$ cat config.mk
export PLATFORM = sky130hd
export DESIGN_NAME = ex_bitfield_arbiter
export DESIGN_NICKNAME = d
export VERILOG_FILES = /design/src/rtl/ex_bitfield_arbiter.sv
export SDC_FILE = /design/constraint.sdc
export NUM_CORES = 1
export LEC_CHECK = 0
export ABC_AREA = 1
export BUFFER_PORTS_ARGS = -buffer_cell sky130_fd_sc_hd__buf_2
export CAP_MARGIN = 25
export CORE_MARGIN = 2
export CORE_UTILIZATION = 52
export CTS_BUF_LIST = sky130_fd_sc_hd__clkbuf_2 sky130_fd_sc_hd__clkbuf_4 sky130_fd_sc_hd__clkbuf_8
export DETAILED_ROUTE_END_ITERATION = 7
export PLACE_DENSITY = 0.83
export SYNTH_ARGS = -nofsm -noshare
export SYNTH_HDL_FRONTEND = slang
export SYNTH_SLANG_ARGS = --single-unit
$ cat constraint.sdc
create_clock -name clk -period 3.56 [get_ports clk]
set_clock_uncertainty 0.1 [all_clocks]
set_input_delay 0.534 -clock clk [delete_from_list [all_inputs] [get_ports clk]]
set_output_delay 0.534 -clock clk [all_outputs]
set_load 0.005 [all_outputs]
$ cat src/rtl/ex_bitfield_arbiter.sv
// ex_bitfield_arbiter: round-robin share of one EXT/INS datapath between two pipes with held results.
module ex_ext_ins (
  input  logic [31:0] inst,
  input  logic [31:0] in1,
  input  logic [31:0] in2,
  output logic [31:0] ext,
  output logic [31:0] ins
);
  logic [4:0] msb, lsb;
  logic [31:0] ext_mask, ins_mask;
  assign msb = inst[15:11];
  assign lsb = inst[10:6];
  assign ext_mask = {32{1'b1}} >> (5'd31 - msb);
  assign ins_mask = ({32{1'b1}} << lsb) & ({32{1'b1}} >> (5'd31 - msb));
  assign ext = (in1 >> lsb) & ext_mask;
  assign ins = (in2 & ~ins_mask) | ((in1 << lsb) & ins_mask);
endmodule

module ex_bitfield_arbiter #(
  parameter int NPIPE = 2,
  parameter int WIDTH = 32
) (
  input  logic                        clk,
  input  logic                        rst_n,
  input  logic [NPIPE-1:0]            req_valid,
  output logic [NPIPE-1:0]            req_ready,
  input  logic [NPIPE-1:0]            req_is_ins,
  input  logic [NPIPE-1:0][31:0]      req_inst,
  input  logic [NPIPE-1:0][WIDTH-1:0] req_in1,
  input  logic [NPIPE-1:0][WIDTH-1:0] req_in2,
  input  logic [NPIPE-1:0]            flush,
  output logic [NPIPE-1:0]            resp_valid,
  output logic [NPIPE-1:0][WIDTH-1:0] resp_data,
  input  logic [NPIPE-1:0]            resp_ack
);
  typedef enum logic {EMPTY, FULL} buf_t;
  logic rr, sel;
  logic [NPIPE-1:0] elig, grant;
  logic [WIDTH-1:0] ext, ins, res;
  assign elig = req_valid & ~flush & (~resp_valid | resp_ack);
  assign grant = !rst_n ? '0 : &elig ? (rr ? 2'b10 : 2'b01) : elig;
  assign req_ready = grant;
  assign sel = grant[1];
  ex_ext_ins u_ext_ins (
    .inst(req_inst[sel]),
    .in1 (req_in1[sel]),
    .in2 (req_in2[sel]),
    .ext (ext),
    .ins (ins)
  );
  assign res = req_is_ins[sel] ? ins : ext;
  always_ff @(posedge clk or negedge rst_n)
    if (!rst_n) rr <= 1'b0;
    else if (&elig) rr <= ~rr;
  for (genvar g = 0; g < NPIPE; g++) begin : g_buf
    buf_t st, st_nx;
    logic [WIDTH-1:0] d;
    always_ff @(posedge clk or negedge rst_n)
      if (!rst_n) st <= EMPTY;
      else st <= st_nx;
    always_comb st_nx = flush[g] ? EMPTY : grant[g] ? FULL : resp_ack[g] ? EMPTY : st;
    always_ff @(posedge clk or negedge rst_n)
      if (!rst_n) d <= '0;
      else if (grant[g]) d <= res;
    assign resp_valid[g] = st == FULL;
    assign resp_data[g] = d;
  end
endmodule

==> flow_metrics.py, run 1 <==
metrics = {
    "status": {
        "status": "completed",
    },
    "worst_hold_path": {
        "holdPathStages": 2,
        "holdPathEnd": "g_buf[1].st",
        "worstHoldStart": "flush[1]",
        "min_path_type": "in2reg",
    },
    "synthesis": {
        "syn_inst": 1437,
        "yosys_warnings": 0,
        "synthFlopType": "dfrtp_1",
        "ys_seq_area_share_pct": 21.5,
        "synth_most_common_cell": "nand2_1",
        "synth-seq-cells": 67,
        "synth_cell_types": 37,
        "async_flop_share_pct": 100,
        "synth_top_area_share_pct": 33.4,
        "synth_area_mm2": 0.00778,
        "synth_area_leaders": "nand2_1 (33%), dfrtp_1 (22%), nand3_1 (15%), nor2_1 (4.0%), inv_1 (2.8%)",
        "avgSynthCellArea_um2": 5.42,
        "synth_area_leader_cell": "nand2_1",
        "syn_nets": 1639,
        "synth_edf_count": 0,
        "synth_common_cells": "nand2_1 (692), nand3_1 (239), nor2_1 (83)",
    },
    "cts": {
        "cts-buffers-inserted": 9,
        "clock_tree.root_cell": "clkbuf_8",
        "tritoncts": "done",
        "cts_setup_buffers": 0,
        "clock_latency_ps": 370,
        "cts_num_sinks": 67,
        "cts_hold_buf": 0,
        "htree_levels": 3,
        "cts_resized": 0,
        "clk_path_buf_depth": 2,
        "path_clk_slew_ps": 90,
    },
    "worst_setup_path": {
        "cpPeakStageDelay_ps": 420,
        "cp_max_fo": 25,
        "worstRegToRegCells": 19,
        "slowest_stage": "clkinv_1",
        "critPathRequiredTime_ps": 3780,
        "crit_top_cell": "nand2_1",
        "r2r-start": "g_buf[0].st",
        "path_cells": "inv_1, nor2_1, nor2_2, nand3_2, nand2_8, nand2_1, o21ai_4, clkinv_1, nor2_4, o21ai_0, nand2_1, nand2_1, nand2_1, a21oi_1, nand2_1, nand3_1, nand2_1, nand2_1, nand2_1",
        "cp_num_buf_inv": 2,
        "r2r-end": "g_buf[1].d[1]",
        "path_class": "reg2reg",
        "crit_family": "simple AND/OR/NAND/NOR gates",
        "startpoint_type": "register",
        "worst-r2r-setup-slack_ps": 280,
        "crit_arrival_ps": 3510,
        "cp-end-kind": "register",
    },
    "detailed_routing": {
        "dr.pass1.iters": 6,
        "drcViolationCount": 0,
        "wl_per_cell_um": 18.7,
        "ant_nets": 0,
        "drt_iter0_markers": 1503,
        "viasPerCell": 5.84,
        "finalWirelength_um": 34800,
        "vias": 10865,
    },
    "grt": {
        "antenna_found_initial": 0,
        "grt_overflow": 0,
        "grt_use_total_pct": 43.3,
        "grt_pass1_wl_um": 53400,
        "grt_max_degree": 68,
        "grt_pass1_vias": 9922,
    },
    "floorplan": {
        "num_rows": 44,
        "fp.dieH_um": 126,
        "die_x_um": 126,
        "ios": 270,
        "start_util_pct": 53.3,
        "core_area_mm2": 0.0146,
        "die_area_mm2": 0.0160,
    },
    "timing": {
        "fin_crit_ps": 3280,
        "slew_headroom_pct": 44.1,
        "rsz0062_at_grt": "no",
        "setup_violations": 0,
        "fin_tns_setup_ps": 0,
        "hold_viol": 0,
        "setup_ws_ps": 275,
        "finalMaxSlewViolations": 0,
        "max_freq_ghz": 0.304,
        "period_share_pct": 92.3,
        "tightest_slew_ps": 839,
    },
    "place": {
        "portBuffers": 225,
        "place_congestion": 1.07,
        "dp_slack_ps": 18.0,
        "hpwl_um": 28500,
    },
    "finish": {
        "syn_to_final_growth_pct": 22.7,
        "finalNetCount": 1874,
        "num_antenna_cells": 0,
        "final.fill_count": 1423,
        "seqCellArea_mm2": 0.00168,
        "multi_input_area_mm2": 0.00537,
        "layout-drive-gt1-share_pct": 22.8,
    },
    "power_and_ir_drop": {
        "ir_drop_mv": 0.232,
        "pwr_density_cell_mw_per_mm2": 356,
        "leakage_nw": 5.58,
    },
    "job": {
        "drv_cap": 0,
    },
}
-- cell families (layout without fill, tap and decap cells) --
family / after synthesis / count (layout) / share of synthesized area, %
and+or+nand+nor: 1063 / 1063 / 57.5
buffers and inverters: 162 / 402 / 9.95
AOI/OAI and AO/OA: 145 / 145 / 11.0
DFF: 67 / 67 / 21.5
-- layout make-up --
| type | count | share of cell area (%) |
|---|---|---|
| Multi-Input combinational cell | 1208 | 56.3 |
| Timing Repair Buffer | 306 | 18.4 |
| Clock buffer | 10 | 1.44 |
| Tap cell | 184 | 2.41 |
| Inverter | 80 | 3.14 |
| Sequential cell | 67 | 17.6 |
| Clock inverter | 6 | 0.773 |
-- registers in the layout, summed over array words and instances (netlist names) --
name and count:
g_buf.d 64, g_buf.st 2, rr 1
-- placed cells by master, fill, tap and decap left out, types with 2 or more instances in the layout --
cell type,netlist,routed
nor3_1,2,2
nor2_4,3,3
nand3_2,2,2
o211ai_1,11,11
buf_2,37,225
or2_1,2,2
nand2_4,5,4
inv_2,20,20
o21ai_4,0,3
nand3b_1,2,2
a31oi_1,29,29
o21ai_2,9,8
nand4_1,15,15
nor2_2,9,10
o21bai_1,2,2
dfrtp_1,67,67
nor2_1,83,82
nand2_1,692,692
o21a_1,2,2
buf_12,0,2
clkinv_4,0,2
nand3_1,239,239
inv_1,59,59
clkinvlp_4,0,2
o21ai_0,23,23
a21o_1,3,3
buf_4,11,79
clkbuf_8,0,10
nand2_2,6,6
o21ai_1,30,28
a21oi_1,33,33
-- routing by layer --
| layer | part of all wire, % | track usage (%) |
|---|---|---|
| met5 | 0 | 0 |
| met2 | 44 | 68.0 |
| met1 | 39 | 57.6 |
| met3 | 12 | 10.5 |
| met4 | 4.2 | 17.1 |
-- stage by stage --
stage / power [mW] / instances / cell area, um2 / hold WS [ps] / util, %
after floorplan: 1.95 / 1437 / 7780 / 138 / -
after global placement: 2.63 / 1845 / 9320 / 353 / 63.9
after detailed placement: 2.66 / 1845 / 9320 / 360 / 63.9
after CTS: 3.34 / 1861 / 9530 / 236 / 65.3
after global routing: 3.60 / 1861 / 9550 / 249 / 65.5
final: 3.40 / 1861 / 9550 / 247 / 65.5
-- power by group --
part / leakage, nW / internal, mW / switching (mW) / total (mW)
Clock: 0.101 / 0.349 / 0.346 / 0.695
Combinational: 4.63 / 0.601 / 1.10 / 1.70
Sequential: 0.849 / 0.917 / 0.0868 / 1.00
Total: 5.58 / 1.87 / 1.53 / 3.40
-- how the worst max path moves through the flow --
stage | from | end | slack, ps | cells past startpoint
after CTS | g_buf[1].st | g_buf[0].d[15] | 220 | 16
after floorplan | flush[1] | g_buf[1].d[22] | 1140 | 18
after global placement | flush[0] | g_buf[1].d[10] | 30 | 18
final | g_buf[0].st | g_buf[1].d[1] | 280 | 19
after global routing | g_buf[0].st | g_buf[1].d[17] | 10 | 19
after detailed placement | flush[1] | g_buf[1].d[29] | 20 | 16
(Power assumes the default switching activity.)
==> run 2: changes to the inputs <==
--- a/config.mk
+++ b/config.mk
@@ -9,10 +9,10 @@
 export BUFFER_PORTS_ARGS = -buffer_cell sky130_fd_sc_hd__buf_2
 export CAP_MARGIN = 25
 export CORE_MARGIN = 2
-export CORE_UTILIZATION = 52
+export CORE_UTILIZATION = 40
 export CTS_BUF_LIST = sky130_fd_sc_hd__clkbuf_2 sky130_fd_sc_hd__clkbuf_4 sky130_fd_sc_hd__clkbuf_8
 export DETAILED_ROUTE_END_ITERATION = 7
-export PLACE_DENSITY = 0.83
+export PLACE_DENSITY = 0.66
 export SYNTH_ARGS = -nofsm -noshare
 export SYNTH_HDL_FRONTEND = slang
 export SYNTH_SLANG_ARGS = --single-unit
==> flow_metrics.py, run 2 (synthesis gave the netlist of run 1 again) <==
metrics = {
    "status": {
        "status": "completed",
    },
    "worst_setup_path": {
        "startpoint": "g_buf[0].st",
        "crit_arrival_ps": 3550,
        "r2r-end": "g_buf[1].d[28]",
        "worstRegToRegCells": 17,
        "crit_top_cell": "nand2_1",
        "cp_num_buf_inv": 3,
        "crit_family": "simple AND/OR/NAND/NOR gates",
        "path_depth": 17,
        "startpoint_type": "register",
        "critPathRequiredTime_ps": 3720,
        "slowest_stage": "clkinv_1",
        "worst-r2r-setup-slack_ps": 170,
        "r2r-start": "g_buf[0].st",
        "path_class": "reg2reg",
        "cp-end-kind": "register",
        "cp_max_fo": 18,
        "path_cells": "inv_1, nor2_1, nor2_2, nand3_2, nand2_4, nand2_1, o21ai_4, clkinv_1, buf_4, nand3_1, nand3_1, nand2_1, nor2_1, o21ai_1, nand2_1, nand2_1, nand2_1",
        "crit_end": "g_buf[1].d[28]",
        "cpPeakStageDelay_ps": 430,
    },
    "cts": {
        "cts_num_sinks": 67,
        "clock_tree.root_cell": "clkbuf_8",
        "cts-buffers-inserted": 9,
        "clock_latency_ps": 360,
        "clk_path_buf_depth": 2,
        "htree_levels": 3,
        "cts_hold_buf": 0,
        "tritoncts": "done",
        "path_clk_slew_ps": 80,
        "cts_setup_buffers": 0,
    },
    "grt": {
        "grt_pass1_vias": 9542,
        "antenna_found_initial": 0,
        "grt_max_degree": 69,
        "grt_use_total_pct": 34.3,
        "grt_overflow": 0,
        "grt_pass1_wl_um": 53800,
    },
    "timing": {
        "max_freq_ghz": 0.295,
        "hold_viol": 0,
        "rsz0062_at_grt": "no",
        "fin_tns_setup_ps": 0,
        "slew_headroom_pct": 42.5,
        "fin_crit_ps": 3390,
        "setup_violations": 0,
        "worst_hold_slack_ps": 247,
        "finalMaxSlewViolations": 0,
        "period_share_pct": 95.3,
        "tightest_slew_ps": 862,
    },
    "finish": {
        "largest_register_ffs": 64,
        "mostFrequentLayoutCells": "nand2_1 (692), nand3_1 (239), buf_2 (225)",
        "reg.largest.list": "g_buf.d x64, g_buf.st x2, rr x1",
        "final.fill_count": 2157,
        "finalNetCount": 1873,
        "layout-drive-gt1-share_pct": 22.7,
        "syn_to_final_growth_pct": 23.8,
        "num_antenna_cells": 0,
        "final_common_cell": "nand2_1",
        "top_register": "g_buf.d",
    },
    "detailed_routing": {
        "finalWirelength_um": 35900,
        "ant_nets": 0,
        "wl_per_cell_um": 18.5,
        "viasPerCell": 5.41,
        "drcViolationCount": 0,
        "dr.pass1.iters": 6,
        "drt_iter0_markers": 1100,
        "vias": 10497,
    },
    "job": {
        "drv_cap": 0,
    },
    "place": {
        "hpwl_um": 29000,
        "portBuffers": 225,
        "place_congestion": 1.06,
    },
    "power_and_ir_drop": {
        "pwr_density_cell_mw_per_mm2": 350,
        "ir_drop_mv": 0.165,
        "leakage_nw": 5.58,
    },
    "floorplan": {
        "start_util_pct": 40.4,
        "die_area_mm2": 0.0206,
        "fp.dieH_um": 143,
        "die_x_um": 143,
        "core_area_mm2": 0.0193,
        "ios": 270,
        "num_rows": 51,
    },
    "worst_hold_path": {
        "min_path_type": "in2reg",
    },
}
run 2: changes by cell type in the layout (fill, tap and decap cells not counted), moves of 2 or more:
cell | previous run | this run
o21ai_2 | 8 | 10
buf_4 | 79 | 75
buf_12 | 2 | 4
clkinv_2 | 0 | 2
run 2: stage by stage:
stage	utilization, %	area, um2	power, mW	std cells	worst slack (ps)
after floorplan	-	7780	1.95	1437	1140
after global placement	48.9	9430	2.66	1924	-27.1
after detailed placement	48.9	9430	2.68	1924	-10.7
after CTS	50.0	9630	3.34	1940	267
after global routing	50.0	9640	3.59	1941	17.6
final	50.0	9640	3.37	1941	168
run 2: how the worst min path moves through the flow:
stage	end	slack, ps	depth (start not counted)	from
after floorplan	g_buf[0].d[0]	140	0	rst_n
after global placement	rr	360	2	rr
after detailed placement	g_buf[0].d[19]	360	2	g_buf[0].d[19]
after CTS	g_buf[1].st	230	2	flush[1]
after global routing	g_buf[1].st	230	2	flush[1]
final	g_buf[1].st	250	2	flush[1]
run 2: per-layer routing:
| metal | vias up | track usage [%] | wire length, um |
|---|---|---|---|
| met1 | 4753 | 47.3 | 15600 |
| met5 | - | 0 | 0 |
| met2 | 555 | 52.5 | 15700 |
| met4 | 0 | 12.1 | 1230 |
| met3 | 67 | 7.80 | 3410 |
| li1 | 5122 | - | - |
run 2: layout make-up:
type                            count  area [um2]  share of cell area, %
Clock buffer                       10         131                   1.36
Clock inverter                      6        65.1                  0.675
Sequential cell                    67        1680                   17.4
Timing Repair Buffer              304        1770                   18.4
Inverter                           80         300                   3.12
Tap cell                          265         332                   3.44
Multi-Input combinational cell   1209        5360                   55.6
run 2: power by group:
part	internal, mW	switching, mW	total, mW
Sequential	0.918	0.0874	1.00
Clock	0.333	0.334	0.666
Combinational	0.602	1.10	1.70
run 2: repair_timing:
item | CTS | global route
resized for setup | 0 | 0
endpoints found under the hold margin | 0 | 0
endpoints found under the setup margin | 0 | 2
